**src/rtl/seg7_pkg.sv**
```systemverilog
// seg7_pkg: shared types and constants for the 7-segment scan controller.
// Holds the slot phase enum, the hex-to-segment table and the blank pattern.
package seg7_pkg;

  typedef enum logic {
    PH_DEAD = 1'b0,
    PH_ON   = 1'b1
  } phase_e;

  localparam logic [6:0] SEG_BLANK = 7'b0000000;

  // Segment patterns {a,b,c,d,e,f,g}, active-high; entry 0 is the rightmost
  // item of the list, so the list runs from F down to 0.
  localparam logic [15:0][6:0] HEX_SEG_TABLE = {
    7'b1000111,
    7'b1001111,
    7'b0111101,
    7'b1001110,
    7'b0011111,
    7'b1110111,
    7'b1111011,
    7'b1111111,
    7'b1110000,
    7'b1011111,
    7'b1011011,
    7'b0110011,
    7'b1111001,
    7'b1101101,
    7'b0110000,
    7'b1111110
  };

endpackage

```
**src/rtl/seg7_hex_decode.sv**
```systemverilog
// seg7_hex_decode: combinational hex nibble to 7-segment pattern lookup.
module seg7_hex_decode
  import seg7_pkg::*;
(
  input  logic [3:0] nibble_i,
  output logic [6:0] seg_o
);

  // Straight table lookup; every nibble value has a defined glyph
  always_comb begin
    seg_o = HEX_SEG_TABLE[nibble_i];
  end

endmodule

```
**src/rtl/seg7_scan_ctrl.sv**
```systemverilog
// seg7_scan_ctrl: time-multiplexed scan scheduler for a common-cathode
// multi-digit 7-segment display. Each digit gets a slot of SLOT_CYCLES clocks,
// the first DEAD_CYCLES of which are blanked so the segment bus can settle.
// New values are staged in a pending buffer and promoted at frame boundaries.
// Optional per-slot PWM dimming is enabled by defining SEG7_BRIGHTNESS_EN.
module seg7_scan_ctrl
  import seg7_pkg::*;
#(
  parameter int DIGITS      = 2,
  parameter int SLOT_CYCLES = 64,
  parameter int DEAD_CYCLES = 4
) (
  input  logic                  clk,
  input  logic                  rst_n,
  input  logic [4*DIGITS-1:0]   value,
  input  logic [DIGITS-1:0]     dp_in,
  input  logic                  load,
  input  logic                  blank,
  input  logic [3:0]            bright,
  output logic [6:0]            seg,
  output logic                  dp,
  output logic [DIGITS-1:0]     en,
  output logic                  frame_done
);

  localparam int CNT_W = $clog2(SLOT_CYCLES);
  localparam int DIG_W = (DIGITS > 1) ? $clog2(DIGITS) : 1;

  localparam logic [CNT_W-1:0] CNT_LAST      = CNT_W'(SLOT_CYCLES - 1);
  localparam logic [CNT_W-1:0] CNT_DEAD_LAST = CNT_W'(DEAD_CYCLES - 1);
  localparam logic [DIG_W-1:0] DIG_LAST      = DIG_W'(DIGITS - 1);

  logic [CNT_W-1:0]    cnt_q, cnt_d;
  logic [DIG_W-1:0]    dig_q, dig_d;
  phase_e              phase_q, phase_d;

  logic [4*DIGITS-1:0] pendVal_q, pendVal_d;
  logic [DIGITS-1:0]   pendDp_q, pendDp_d;
  logic                pendFlag_q, pendFlag_d;
  logic [4*DIGITS-1:0] actVal_q, actVal_d;
  logic [DIGITS-1:0]   actDp_q, actDp_d;

  logic [6:0]          seg_q, seg_d;
  logic                dp_q, dp_d;
  logic [DIGITS-1:0]   en_q, en_d;
  logic                frameDone_q, frameDone_d;

  logic                frameEdge;
  logic [3:0]          actNibble;
  logic                actDpBit;
  logic [6:0]          decSeg;
  logic                pwmOn;

  // The last clock of the last digit's slot is the step into slot 0 DEAD
  assign frameEdge = (cnt_q == CNT_LAST) && (dig_q == DIG_LAST);

  // Slot counter, digit index and DEAD/ON phase advance on every clock
  always_comb begin
    cnt_d   = cnt_q + 1'b1;
    dig_d   = dig_q;
    phase_d = phase_q;
    if (cnt_q == CNT_LAST) begin
      cnt_d   = '0;
      phase_d = PH_DEAD;
      dig_d   = (dig_q == DIG_LAST) ? '0 : dig_q + 1'b1;
    end else if (cnt_q == CNT_DEAD_LAST) begin
      phase_d = PH_ON;
    end
  end

  // Loads stage into the pending buffer, promoted only on the frame step;
  // a load landing exactly on that step bypasses staging entirely
  always_comb begin
    pendVal_d  = pendVal_q;
    pendDp_d   = pendDp_q;
    pendFlag_d = pendFlag_q;
    actVal_d   = actVal_q;
    actDp_d    = actDp_q;
    if (frameEdge) begin
      pendFlag_d = 1'b0;
      if (load) begin
        actVal_d = value;
        actDp_d  = dp_in;
      end else if (pendFlag_q) begin
        actVal_d = pendVal_q;
        actDp_d  = pendDp_q;
      end
    end else if (load) begin
      pendVal_d  = value;
      pendDp_d   = dp_in;
      pendFlag_d = 1'b1;
    end
  end

  // Pick the active nibble and decimal point of the digit being scanned
  always_comb begin
    actNibble = 4'h0;
    actDpBit  = 1'b0;
    for (int k = 0; k < DIGITS; k++) begin
      if (dig_q == DIG_W'(k)) begin
        actNibble = actVal_q[4*k +: 4];
        actDpBit  = actDp_q[k];
      end
    end
  end

  seg7_hex_decode u_hex_decode (
    .nibble_i (actNibble),
    .seg_o    (decSeg)
  );

`ifdef SEG7_BRIGHTNESS_EN
  // Dimming: within each 16-clock window only the first bright+1 clocks light
  always_comb begin
    pwmOn = (cnt_q[3:0] <= bright);
  end
`else
  logic unused_bright;
  assign unused_bright = ^bright;

  // Without dimming the digit stays lit for its whole ON phase
  always_comb begin
    pwmOn = 1'b1;
  end
`endif

  // Output next-state: segments change only on the first DEAD clock, so
  // they are always stable while any enable is high
  always_comb begin
    seg_d       = seg_q;
    dp_d        = dp_q;
    en_d        = '0;
    frameDone_d = frameEdge;
    if (cnt_q == '0) begin
      seg_d = decSeg;
      dp_d  = actDpBit;
    end
    for (int k = 0; k < DIGITS; k++) begin
      en_d[k] = (phase_q == PH_ON) && !blank && pwmOn && (dig_q == DIG_W'(k));
    end
  end

  // Scan position and phase registers
  always_ff @(posedge clk or negedge rst_n) begin
    if (!rst_n) begin
      cnt_q   <= '0;
      dig_q   <= '0;
      phase_q <= PH_DEAD;
    end else begin
      cnt_q   <= cnt_d;
      dig_q   <= dig_d;
      phase_q <= phase_d;
    end
  end

  // Pending and active display buffers
  always_ff @(posedge clk or negedge rst_n) begin
    if (!rst_n) begin
      pendVal_q  <= '0;
      pendDp_q   <= '0;
      pendFlag_q <= 1'b0;
      actVal_q   <= '0;
      actDp_q    <= '0;
    end else begin
      pendVal_q  <= pendVal_d;
      pendDp_q   <= pendDp_d;
      pendFlag_q <= pendFlag_d;
      actVal_q   <= actVal_d;
      actDp_q    <= actDp_d;
    end
  end

  // Registered display outputs, cleared immediately by reset
  always_ff @(posedge clk or negedge rst_n) begin
    if (!rst_n) begin
      seg_q       <= SEG_BLANK;
      dp_q        <= 1'b0;
      en_q        <= '0;
      frameDone_q <= 1'b0;
    end else begin
      seg_q       <= seg_d;
      dp_q        <= dp_d;
      en_q        <= en_d;
      frameDone_q <= frameDone_d;
    end
  end

  assign seg        = seg_q;
  assign dp         = dp_q;
  assign en         = en_q;
  assign frame_done = frameDone_q;

endmodule

```
**config.mk**
```make
export PLATFORM = sky130hd
export DESIGN_NAME = seg7_scan_ctrl
export DESIGN_NICKNAME = d
export VERILOG_FILES = /design/src/rtl/seg7_pkg.sv /design/src/rtl/seg7_hex_decode.sv /design/src/rtl/seg7_scan_ctrl.sv
export SDC_FILE = /design/constraint.sdc
export NUM_CORES = 1
export LEC_CHECK = 0
export CAP_MARGIN = 25
export CORE_ASPECT_RATIO = 0.9
export CORE_MARGIN = 5
export CORE_UTILIZATION = 50
export CTS_BUF_LIST = sky130_fd_sc_hd__clkbuf_16
export DETAILED_ROUTE_END_ITERATION = 10
export DONT_BUFFER_PORTS = 1
export RECOVER_POWER = 25
export SETUP_SLACK_MARGIN = 0.05
export SYNTH_ARGS = -nofsm -noshare
export SYNTH_HDL_FRONTEND = slang
export SYNTH_SLANG_ARGS = --single-unit
```
**constraint.sdc**
```tcl
create_clock -name clk -period 6.1 [get_ports clk]
set_input_delay 0.305 -clock clk [delete_from_list [all_inputs] [get_ports clk]]
set_output_delay 0.305 -clock clk [all_outputs]
set_load 0.05 [all_outputs]
```
# ---- Word level (Yosys, flattened, before mapping)
# Memories as Yosys holds them, arrays and structs flattened. A register that Yosys moved wholly into a read port is not among the register bits.
# Index checks and enable logic that the tools add are counted.
dict set report op_classes {
  bitwise 2
  n_reduce_logical 12
  addsub 2
  n_eq_ne 2
  mux 12
}
# cell count
set ops {}
lappend ops {{$mux W8} 2}
lappend ops {{$add A6 B1 Y6 const B} 1}
lappend ops {{$eq A6 B2 Y1 const B} 1}
lappend ops {{$eq A6 B6 Y1 const B} 1}
lappend ops {{$logic_not A6 Y1} 1}
lappend ops {{$mux W1} 6}
lappend ops {{$mux W6} 1}
lappend ops {{$reduce_bool A2 Y1} 3}
lappend ops {{$logic_and A1 B1 Y1} 4}
lappend ops {{$mux W2} 2}
lappend ops {{$mux W4} 1}
lappend ops {{$reduce_and A2 Y1} 2}
lappend ops {{$logic_not A1 Y1} 2}
lappend ops {{$not A1 Y1} 2}
lappend ops {{$add A1 B1 Y1 const B} 1}
dict set report totals {
  memories 1
  register_bits 33
  romBits 112
}
# name words word_bits rd rd_clocked_by_memory_dff wr line
set mem_list {}
lappend mem_list {{(name not given)} 16 7 1 1 0 seg7_hex_decode.sv:11} ;# seg_o = HEX_SEG_TABLE[nibble_i];

# ---- Depth between registers and ports, before layout
# Gate-level depths: netlist of run 1.
dict set report depth {
  depth_word 4
  mapped_depth 9
}

# ---- Hierarchy
# Synthesis of run 1 repeated with hierarchy kept, for this count alone.
dict set report unflattened {
  hier_cells 171
  area_unflattened_um2 2160.8
}
# module seq_area_each_um2 n_inst area_each_um2 cells_each
set modules_own_cells {}
lappend modules_own_cells {seg7_scan_ctrl 1001.0 1 1874.3 138}
lappend modules_own_cells {seg7_hex_decode 0.0 1 286.5 33}

# ---- Worst setup path before layout of run 1
# OpenSTA, ideal clock, no wires.
dict set report synth_timing {
  kind {register to register}
  startpoint {register dig_q}
  endpoint {register seg_q[3] (netlist: seg[3])}
  path_stages_with_launch 9
  setup_slack_ps 3984
  required_ps 5970
  period_less_slack_ps 2116
  arrival_ps 1986
  path_cell_list {dfrtp_1 buf_4 buf_4 mux2i_1 ha_1 nand2b_1 a32o_1 a221oi_2 o31ai_1}
}
dict set report synth_between {
  elab_chain_cells 1
}
# element line
set synth_lines {}
lappend synth_lines {{start, declared} seg7_scan_ctrl.sv:34} ;# logic [DIG_W-1:0] dig_q, dig_d;
lappend synth_lines {{start signal, assigned} seg7_scan_ctrl.sv:151} ;# dig_q <= dig_d;
lappend synth_lines {{$mux W4} seg7_scan_ctrl.sv:100} ;# if (dig_q == DIG_W'(k)) begin
lappend synth_lines {{end, declared} seg7_scan_ctrl.sv:43} ;# logic [6:0] seg_q, seg_d;
# No other way between the ends.
# A chain may end at the register's enable or synchronous reset.

# ---- Worst setup path in the final report of run 1
# Same ends and word-level chain as after synthesis.

==> summary.txt, run 1 <==
first-pass GRT wire length: 7570 µm
pre-CTS setup slack: 3.48 ns
Max VDD drop: 0.000248 V
post-DP HPWL: 3170 µm
H-tree depth: 2
Clock Latency Late Sink: 0.28 ns
uppermost routed layer: met4
crit-path max cell delay: 0.86 ns
Synth top area share: 0.464
status: finished with violations
Starting Density: 0.522
Post-DP Area: 2160 µm²
final clock skew: 0.00286 ns
crit path cell chain: mux2i_1 -> inv_1 -> ha_1 -> nand2b_1 -> a32o_1 -> a221oi_2 -> o31ai_1
nets: 230
Post-Syn Area: 2160 µm²
Post-Syn Area per Cell: 10.6 µm²
n_diodes: 0
hold slack: 0.110 ns
footprint of the multi-input gates: 1070 µm²
DIE WIDTH: 79.2 µm
Core Area: 4130 µm²
CP max-delay cell: dfrtp_1
post-route setup slack: 3.53 ns
RSZ-0062 raised after global routing: no
CTS tree: done
vias: 1534
DRT iter0 DRCs: 107
Buf+Inv Stages, Crit Path: 1
cts bufs inserted: 5
Port Buffers: 0
Netlist cell types: 51
dpl cells: 242
syn nets: 231
final instance area: 2300 µm²
Arr. time, crit path: 2.75 ns
FF+latch area: 1000 µm²
Routed Wire Length: 4330 µm
type of the worst setup path: reg2reg
First-pass DRT Iterations: 5
Max Cap Viol: 1
Critical Path RT: 6.28 ns
initial antenna violation count: 0
final setup fails: 0
chip height: 72.3 µm
Critical Path Start Type: flop
final std cells w/o fill: 251
Synthesis Warnings: 0
vias in the first global route: 1591
wire length on met3: 288 µm
async set or reset register ratio after synthesis: 1.00
cell family with the largest share of critical-path delay: flip-flops
row cnt: 22
gp weighted congestion: 0.814
Final Hold Fails: 0
Synth area leader: dfrtp_1
Root Driver: clkbuf_16
num ports: 29
vias per cell: 6.11
post-synthesis sequential area ratio: 0.464
Fmax: 389 MHz
post-CTS sizing: 0
worst slew pin tran: 2.09 ns
CTS clk-pin slew, worst paths: 0.05 ns
Antenna Nets Post-Route: 0
leakage: 0.987 nW
Hold WC Path Type: in2reg
Critical Path Fanout Max: 20
Clock Sinks: 40
Fillers: 370
pwr dens: 233 nW/µm²
die area: 5730 µm²
Slew headroom: -0.394
clk buf depth: 2
wire length on met2: 2100 µm
Critical Path End Type: flop
Tmin final: 2.57 ns
met1 WL: 1860 µm
# DRC: 0
Synth Flop Type: dfrtp_1
GRT overflow: 0
Slew Limit Fails: 41
Mapped Cells: 204
largest net degree at the start of global routing: 41
post-CTS setup buffers: 0
Avg WL per Cell: 17.2 µm
Area growth syn-to-layout: 6.91%
main area contributors after synthesis: dfrtp_1 46%, ha_1 5.2%, mux2_1 5.2%
layout cells sized above 1: 0.103
GRT Util Overall: 0.167
violated checks: capacitance limit, slew limit
number of synthesized flops with an enable pin: 0
crit share post-route: 0.421
setup TNS: 0 ns
Synth Register Bits: 40
[stage by stage]
step | total power, mW | util
after floorplan | 0.294 | -
after global placement | 0.295 | 0.522
after detailed placement | 0.296 | 0.522
after CTS | 0.547 | 0.562
after global routing | 0.560 | 0.558
final | 0.537 | 0.558
[flip-flops by register name, summed over array words and instances (netlist names)]
register,flops
dig_q,1
dp,1
phase_q,1
pendFlag_q,1
en,2
seg,7
actVal_q,8
cnt_q,6
pendVal_q,8
frame_done,1
pendDp_q,2
actDp_q,2
[per-layer routing]
layer / track usage / vias to the layer above
met1: 0.207 / 747
met2: 0.273 / 47
met5: 0 / -
met4: 0.0649 / 0
met3: 0.0521 / 10
li1: - / 730
[timing repair]
action / CTS / global route
endpoints found under the hold margin: 40 / 0
hold buffers: 2 / 0
endpoints found under the setup margin: 0 / 0
[cell families (layout without fill, tap and decap cells)]
family | Yosys count | after routing | synth area share
adder cells (fa/ha/maj) | 9 | 9 | 0.0522
XOR/XNOR | 4 | 4 | 0.0163
AO/OA/AOI/OAI | 50 | 50 | 0.174
multiplexers | 15 | 15 | 0.0795
buffers and inverters | 18 | 17 | 0.0412
flip-flops | 40 | 40 | 0.464
AND/OR/NAND/NOR | 68 | 68 | 0.173
[cell usage in the layout (no fill, tap or decap), types with 4 or more instances in the layout]
| cell | n |
|---|---|
| o22ai_1 | 5 |
| nor3_1 | 6 |
| a22oi_1 | 6 |
| a21oi_1 | 9 |
| nand2b_1 | 6 |
| nand2_1 | 19 |
| ha_1 | 9 |
| clkbuf_16 | 5 |
| a211oi_2 | 5 |
| mux2_1 | 10 |
| inv_1 | 8 |
| nand3_1 | 5 |
| nor3b_1 | 4 |
| dfrtp_1 | 40 |
| nor2_1 | 13 |
[report_power, final]
group | switching [mW] | leakage [nW] | internal, mW
registers | 0.00616 | 0.475 | 0.273
logic | 0.0106 | 0.442 | 0.00675
clock network | 0.0938 | 0.0709 | 0.147
[Yosys cell counts (2+ instances only)]
library cell	instances
inv_1	7
and2_1	2
ha_1	9
buf_4	2
a211oi_2	5
buf_2	5
o21ai_0	3
o31ai_1	3
nand2_1	19
dfrtp_1	40
o21ai_1	3
nor2_1	13
nand2b_1	6
o32ai_1	2
a32o_1	2
nor2b_1	2
mux2i_1	3
a31oi_1	3
nand3_1	5
o22ai_1	5
a21oi_1	9
xor2_1	3
mux2_1	10
a211oi_1	2
nor3b_1	4
a22oi_1	6
clkbuf_1	2
nor3_1	6
[cell type report]
class / count / area share
Sequential cell: 40 / 0.434
Inverter: 8 / 0.0130
Timing Repair Buffer: 2 / 0.00597
Tap cell: 48 / 0.0261
Clock inverter: 2 / 0.00380
Multi-Input combinational cell: 146 / 0.463
Clock buffer: 5 / 0.0543
[path summary, 6_finish.rpt]
kind	end	depth (start not counted)	slack (ns)	startpoint
worst max register to register	seg[3]	7	3.53	dig_q
worst min register to register	pendVal_q[6]	1	0.49	pendVal_q[6]
worst min-delay path	en[0]	1	0.11	blank
worst max-delay path	seg[3]	7	3.53	dig_q
min in group asynchronous	seg[4]	2	1.19	rst_n
max in group asynchronous	cnt_q[0]	2	3.71	rst_n
(Power assumes the default switching activity.)
==> run 2, diff against run 1 <==
--- a/config.mk
+++ b/config.mk
@@ -5,6 +5,7 @@
 export SDC_FILE = /design/constraint.sdc
 export NUM_CORES = 1
 export LEC_CHECK = 0
+export ABC_AREA = 1
 export CAP_MARGIN = 25
 export CORE_ASPECT_RATIO = 0.9
 export CORE_MARGIN = 5
@@ -12,6 +13,7 @@
 export CTS_BUF_LIST = sky130_fd_sc_hd__clkbuf_16
 export DETAILED_ROUTE_END_ITERATION = 10
 export DONT_BUFFER_PORTS = 1
+export PLACE_DENSITY = 0.68
 export RECOVER_POWER = 25
 export SETUP_SLACK_MARGIN = 0.05
 export SYNTH_ARGS = -nofsm -noshare
==> constraint.sdc (replaced) <==
create_clock -name clk -period 2.3 [get_ports clk]
set_input_delay 0.115 -clock clk [delete_from_list [all_inputs] [get_ports clk]]
set_output_delay 0.115 -clock clk [all_outputs]
set_load 0.05 [all_outputs]
==> run 2 against run 1 <==
  * Die area decreased by 1.4%
  * Critical endpoint is now pendVal_q[6]
  * Critical path depth unchanged
  * The flow now finishes without violations
  * Hold slack got worse by 0.048 ns
  * Sequential power increased to 2.6 times the previous value
  * Clock skew increased by 0.0019 ns
  * Non-clock buffer count increased by 22
  * Register-to-register slack got worse by 3.2 ns
  * Sequential share of layout area decreased by 3.5 points
  * Largest cell class is now flip-flops and latches
  * Via count increased by 10%
  * First-iteration DRC count decreased by 51%
  * Cell area increased by 8.8%
  * Core utilization increased by 5.3 points
==> summary.txt, run 2 <==
initial antenna violation count: 0 (unchanged)
Logic pwr share: 0.056 (+0.024)
hold slack: 0.0619 ns (-0.0484 ns)
Hold WC Path Type: in2reg
post-CTS sizing: 0 (unchanged)
largest net degree at the start of global routing: 41 (unchanged)
Max Cap Viol: 0 (-1)
Starting Density: 0.517 (-0.00473)
post-CTS setup buffers: 0 (unchanged)
Max VDD drop: 0.000513 V (+110%)
met2 Use GR: 0.279 (+0.00608)
worst r2r src: cnt_q[0]
layout cells sized above 1: 0.0748 (-0.0286)
GRT Util Overall: 0.168 (+0.00129)
Avg WL per Cell: 11.8 µm (-32%)
clock network power share: 0.438 (-0.010)
first-pass GRT wire length: 7560 µm (-0.18%)
worst slew pin tran: 0.961 ns (-1.13 ns)
Routed Wire Length: 4040 µm (-6.7%)
post-DP HPWL: 2640 µm (-16%)
vias: 1695 (+10%)
Int Power: 1.15 mW (+170%)
most common cell after layout, fill and taps aside: nand2_1
Core Area: 4100 µm² (-0.67%)
main area contributors after synthesis: dfrtp_1 47%, nand2_1 18%, nand3_1 8.5%
gp weighted congestion: 0.799 (-1.8%)
Port Buffers: 0 (unchanged)
Critical Path RT: 2.46 ns (-3.82 ns)
row cnt: 22 (unchanged)
Synth Register Bits: 40 (unchanged)
Synth area leader: dfrtp_1
Post-Syn Area per Cell: 7.86 µm² (-26%)
HP Start: load
share of power burned in registers: 0.506 (-0.014)
Switching Share: 0.205 (-0.000440)
Fmax: 514 MHz (+32%)
vias per cell: 4.96 (-19%)
pwr dens: 577 nW/µm² (+150%)
GRT overflow: 0 (unchanged)
Synthesis Warnings: 0 (unchanged)
routing usage on met1: 0.206 (-0.00161)
chip height: 71.8 µm (-0.68%)
Antenna Nets Post-Route: 0 (unchanged)
Netlist cell types: 27 (-47%)
Tmin final: 1.95 ns (-0.622 ns)
Area growth syn-to-layout: 18.2%
most frequent cells in the layout: 99 x nand2_1, 40 x dfrtp_1, 36 x nand3_1
Synth top area share: 0.472 (+0.00739)
async set or reset register ratio after synthesis: 1.00 (unchanged)
syn nets: 297 (+29%)
type of the worst setup path: reg2reg
leakage: 1.28 nW (+29%)
Slew headroom: 0.359 (+0.754)
final clock skew: 0.00476 ns (+0.00190 ns)
number of synthesized flops with an enable pin: 0 (unchanged)
RSZ-0062 raised after global routing: no
Switch Pwr: 297 µW (+170%)
n_diodes: 0 (unchanged)
vias in the first global route: 1733 (+8.9%)
clk buf depth: 2 (unchanged)
Critical Path Fanout Max: 13 (-35%)
setup TNS: 0 ns (unchanged)
Critical Path End Type: flop
post-synthesis sequential area ratio: 0.472 (+0.00739)
count leader, synth: nand2_1
worst setup path startpoint: cnt_q[0]
Synth Flop Type: dfrtp_1
DRT iter0 DRCs: 52 (-51%)
Post-Syn Area: 2120 µm² (-1.6%)
busiest grt layer: met2
First-pass DRT Iterations: 4 (-1)
Final Hold Fails: 0 (unchanged)
final setup fails: 0 (unchanged)
die area: 5650 µm² (-1.4%)
CTS tree: done
# DRC: 0 (unchanged)
H-tree depth: 2 (unchanged)
Clock Sinks: 40 (unchanged)
top cells by count, synth: 99 x nand2_1, 40 x dfrtp_1, 36 x nand3_1
crit share post-route: 0.846 (+0.425)
grt met3 use: 0.0503 (-0.00186)
Root Driver: clkbuf_16
# hold bufs at CTS: 23 (+21)
CTS clk-pin slew, worst paths: 0.05 ns (about the same)
nets: 321 (+40%)
Clock Latency Late Sink: 0.28 ns (about the same)
num ports: 29 (unchanged)
Arr. time, crit path: 2.11 ns (-0.64 ns)
status: completed
Mapped Cells: 270 (+32%)
cts bufs inserted: 5 (unchanged)
Slew Limit Fails: 0 (-100%)
Critical Path Start Type: flop
DIE WIDTH: 78.7 µm (-0.69%)
==> run 2: power by group through the flow <==
| stage | Clock, mW | Sequential, mW | Combinational [mW] |
|---|---|---|---|
| 2_1_floorplan | 0 | 0.743 | 0.0364 |
| 3_3_place_gp | 0 | 0.744 | 0.0352 |
| 3_5_place_dp | 0 | 0.744 | 0.0358 |
| 4_1_cts | 0.649 | 0.732 | 0.0834 |
| 5_1_grt | 0.680 | 0.734 | 0.0960 |
| 6_report | 0.633 | 0.732 | 0.0812 |
==> run 2: stage by stage <==
step	utilization	area, µm²	setup slack (ns)	cells	total power, mW
after floorplan	-	2120	0.539	270	0.779
after global placement	0.524	2150	0.452	312	0.779
after detailed placement	0.524	2150	0.451	312	0.780
after CTS	0.615	2520	0.395	342	1.46
after global routing	0.611	2510	0.187	342	1.51
final	0.611	2510	0.354	342	1.45
==> run 2: logic make-up (layout without fill, tap and decap cells) <==
| group | after synthesis | in the layout | share of synthesized area |
|---|---|---|---|
| AO/OA/AOI/OAI | 16 | 16 | 0.0430 |
| buffers and inverters | 39 | 63 | 0.0755 |
| XOR/XNOR | 1 | 1 | 0.00413 |
| adder cells (fa/ha/maj) | 9 | 9 | 0.0531 |
| flip-flops | 40 | 40 | 0.472 |
| AND/OR/NAND/NOR | 165 | 165 | 0.353 |
==> run 2: layer usage <==
metal	share of wire	vias to the layer above
met4	0.014	0
met5	0	-
li1	-	892
met3	0.058	4
met2	0.45	35
met1	0.48	764
==> run 2: layout make-up <==
class	count	area [µm²]
repair buffers	24	233
clock inverters	2	7.51
fillers	355	1590
clock buffers	5	125
multi-input cells	191	961
flip-flops and latches	40	1000
inverters	32	120
well taps	48	60.1
==> run 2: worst paths after layout <==
| check | end | slack, ns | depth (start not counted) |
|---|---|---|---|
| max in group asynchronous | pendVal_q[0] | 1.17 | 2 |
| min reg2reg | pendDp_q[1] | 0.47 | 2 |
| min in group asynchronous | cnt_q[5] | 0.54 | 2 |
| max | pendVal_q[6] | 0.35 | 7 |
| max reg2reg | pendVal_q[6] | 0.35 | 7 |
| min | actVal_q[6] | 0.06 | 3 |
==> run 2: worst max-delay path: stages, from the launching register on <==
cell and delay (ns):
dfrtp_1 0.40, ha_1 0.26, nand3_2 0.12, nor2_4 0.13, nand3_4 0.18, nand3_1 0.12
dlygate4sd3_1 0.56, nand2_1 0.06
==> run 3, diff against run 2 <==
--- a/config.mk
+++ b/config.mk
@@ -13,7 +13,6 @@
 export CTS_BUF_LIST = sky130_fd_sc_hd__clkbuf_16
 export DETAILED_ROUTE_END_ITERATION = 10
 export DONT_BUFFER_PORTS = 1
-export PLACE_DENSITY = 0.68
 export RECOVER_POWER = 25
 export SETUP_SLACK_MARGIN = 0.05
 export SYNTH_ARGS = -nofsm -noshare
==> constraint.sdc (replaced) <==
create_clock -name clk -period 1.9 [get_ports clk]
set_input_delay 0.095 -clock clk [delete_from_list [all_inputs] [get_ports clk]]
set_output_delay 0.095 -clock clk [all_outputs]
set_load 0.05 [all_outputs]
==> run 3 against run 2 <==
  * Global-route usage decreased by 1.2 points
  * Sequential cell count did not move
  * Cell area down 1.7%
  * Hold slack worse by 0.0049 ns
  * Register-to-register slack worse by 0.11 ns
  * Largest power group is now clock
==> summary.txt, run 3 (synthesized netlist as in run 2, its figures left out) <==
Clock Latency Late Sink: 0.28 ns (about the same)
vias per cell: 4.96 (about the same)
vias in the first global route: 1542 (-11%)
die area: 5650 µm² (unchanged)
first-pass GRT wire length: 7070 µm (-6.4%)
Hold Path Sink: actVal_q[1]
footprint of the multi-input gates: 965 µm² (+0.39%)
Critical Path Start Type: flop
cell family with the largest share of critical-path delay: simple AND/OR/NAND/NOR gates
status: completed
n_diodes: 0 (unchanged)
most used cell, CP: nand2_1
Area growth syn-to-layout: 16.1%
# DRC: 0 (unchanged)
cts bufs inserted: 5 (unchanged)
Hold WC Path Type: in2reg
CP max-delay cell: dfrtp_1
HP Start: load
Fillers: 353 (-0.56%)
leakage: 1.27 nW (-0.48%)
pwr dens: 771 nW/µm² (+34%)
Buf+Inv Stages, Crit Path: 3 (+2)
nets: 313 (-2.5%)
largest net degree at the start of global routing: 41 (unchanged)
Tmin final: 1.66 ns (-0.289 ns)
chip height: 71.8 µm (unchanged)
worst r2r src: dig_q
CTS clk-pin slew, worst paths: 0.06 ns (about the same)
Fmax: 603 MHz (+17%)
Clock Sinks: 40 (unchanged)
Hold Path Stages: 3 (unchanged)
First-pass DRT Iterations: 4 (unchanged)
Worst R2R Path Depth: 11 (+4)
GRT overflow: 0 (unchanged)
Core Area: 4100 µm² (unchanged)
setup slack, reg-to-reg: 0.24 ns (-0.11 ns)
Max VDD drop: 0.000750 V (+46%)
GRT Util Overall: 0.156 (-0.0117)
vias: 1661 (-2.0%)
Critical Path End Type: flop
Port Buffers: 0 (unchanged)
Critical Path Fanout Max: 6 (-7)
Antenna Nets Post-Route: 0 (unchanged)
Max Cap Viol: 0 (unchanged)
Critical Path RT: 2.12 ns (-0.34 ns)
Avg WL per Cell: 12.2 µm (+3.2%)
Root Driver: clkbuf_16
clk buf depth: 2 (unchanged)
final clock skew: 0.00689 ns (+0.00213 ns)
H-tree depth: 2 (unchanged)
Critical R2R Capture: seg[1]
row cnt: 22 (unchanged)
DIE WIDTH: 78.7 µm (unchanged)
FF+latch area: 1000 µm² (unchanged)
DRT iter0 DRCs: 87 (+67%)
Starting Density: 0.517 (unchanged)
Post-DP Area: 2160 µm² (+0.35%)
post-DP HPWL: 2820 µm (+6.6%)
crit-path max cell delay: 0.41 ns (-0.15 ns)
worst slew pin tran: 0.964 ns (+0.00240 ns)
final setup fails: 0 (unchanged)
final instance area: 2460 µm² (-1.7%)
initial antenna violation count: 0 (unchanged)
setup TNS: 0 ns (unchanged)
most frequent cells in the layout: 99 x nand2_1, 40 x dfrtp_1, 36 x nand3_1
Routed Wire Length: 4080 µm (+1.1%)
Slew Limit Fails: 0 (unchanged)
Slew headroom: 0.358 (-0.00160)
Final Hold Fails: 0 (unchanged)
num ports: 29 (unchanged)
crit share post-route: 0.872 (+0.0263)
type of the worst setup path: reg2reg
Arr. time, crit path: 1.88 ns (-0.23 ns)
crit path cell chain: inv_2 -> or2_2 -> o21ai_2 -> buf_4 -> ha_1 -> inv_1 -> nand3_1 -> nand3_1 -> nand2_1 -> nand2_1 -> nand2_1
RSZ-0062 raised after global routing: no
most common cell after layout, fill and taps aside: nand2_1
layout cells sized above 1: 0.0976 (+0.0227)
CTS tree: done
gp weighted congestion: 0.816 (+2.1%)
==> run 3: changes by cell type in the layout (fill, tap and decap cells not counted), sizes merged <==
| cell | previous run | this run |
|---|---|---|
| bufinv | 0 | 1 |
| dlygate4sd3 | 22 | 13 |
| clkinvlp | 0 | 1 |
| clkinv | 2 | 1 |
| buf | 1 | 2 |
==> run 3: metal layers <==
layer / wire length [µm] / GRT usage
met2: 1800 / 0.250
met1: 2080 / 0.213
met5: 0 / 0
met3: 165 / 0.0427
met4: 27 / 0.0350
==> run 3: how the worst max path moves through the flow <==
stage | start | end | depth (start not counted)
floorplan | dig_q | seg[0] | 9
global placement | dig_q | seg[6] | 10
detailed placement | dig_q | seg[5] | 11
CTS | dig_q | seg[5] | 10
global route | dig_q | seg[5] | 10
finish | dig_q | seg[1] | 11
==> run 3: what timing repair did <==
action                     CTS  global route
buffers inserted             0             0
gates resized for setup      0             3
setup endpoints to repair    0             6
hold endpoints to repair    52             0
hold buffers                14             0
==> run 3: report_power, final <==
part,internal [mW],total (mW),switching (mW)
logic,0.0379,0.0870,0.0491
registers,0.872,0.886,0.0138
clock network,0.616,0.927,0.312
total,1.53,1.90,0.374
==> run 3: worst register-to-register path: cells and delay by family, from the launching register on <==
family	cells	cell delay, ns
simple gates	6	0.65
flops	1	0.41
buf+inv	3	0.29
fa+ha+maj	1	0.16
compound gates	1	0.10
==> run 3: metrics by stage <==
stage                     cells  setup slack (ns)  utilization  power [mW]  hold WS, ns
final                       335             0.242        0.601        1.90       0.0570
after global routing        335            0.0606        0.601        1.98       0.0580
after CTS                   335            0.0817        0.603        1.93       0.0443
after detailed placement    313             0.117        0.526       0.947       -0.199
after global placement      313             0.170        0.526       0.946       -0.199
after floorplan             270             0.139            -       0.943       -0.201
==> run 3: layout make-up <==
| cell class | count | area share |
|---|---|---|
| clock buffer | 5 | 0.0508 |
| clock inverter | 3 | 0.0173 |
| inverter | 32 | 0.0488 |
| multi-input combinational | 191 | 0.392 |
| sequential | 40 | 0.406 |
| tap | 48 | 0.0244 |
| timing repair buffer | 16 | 0.0609 |
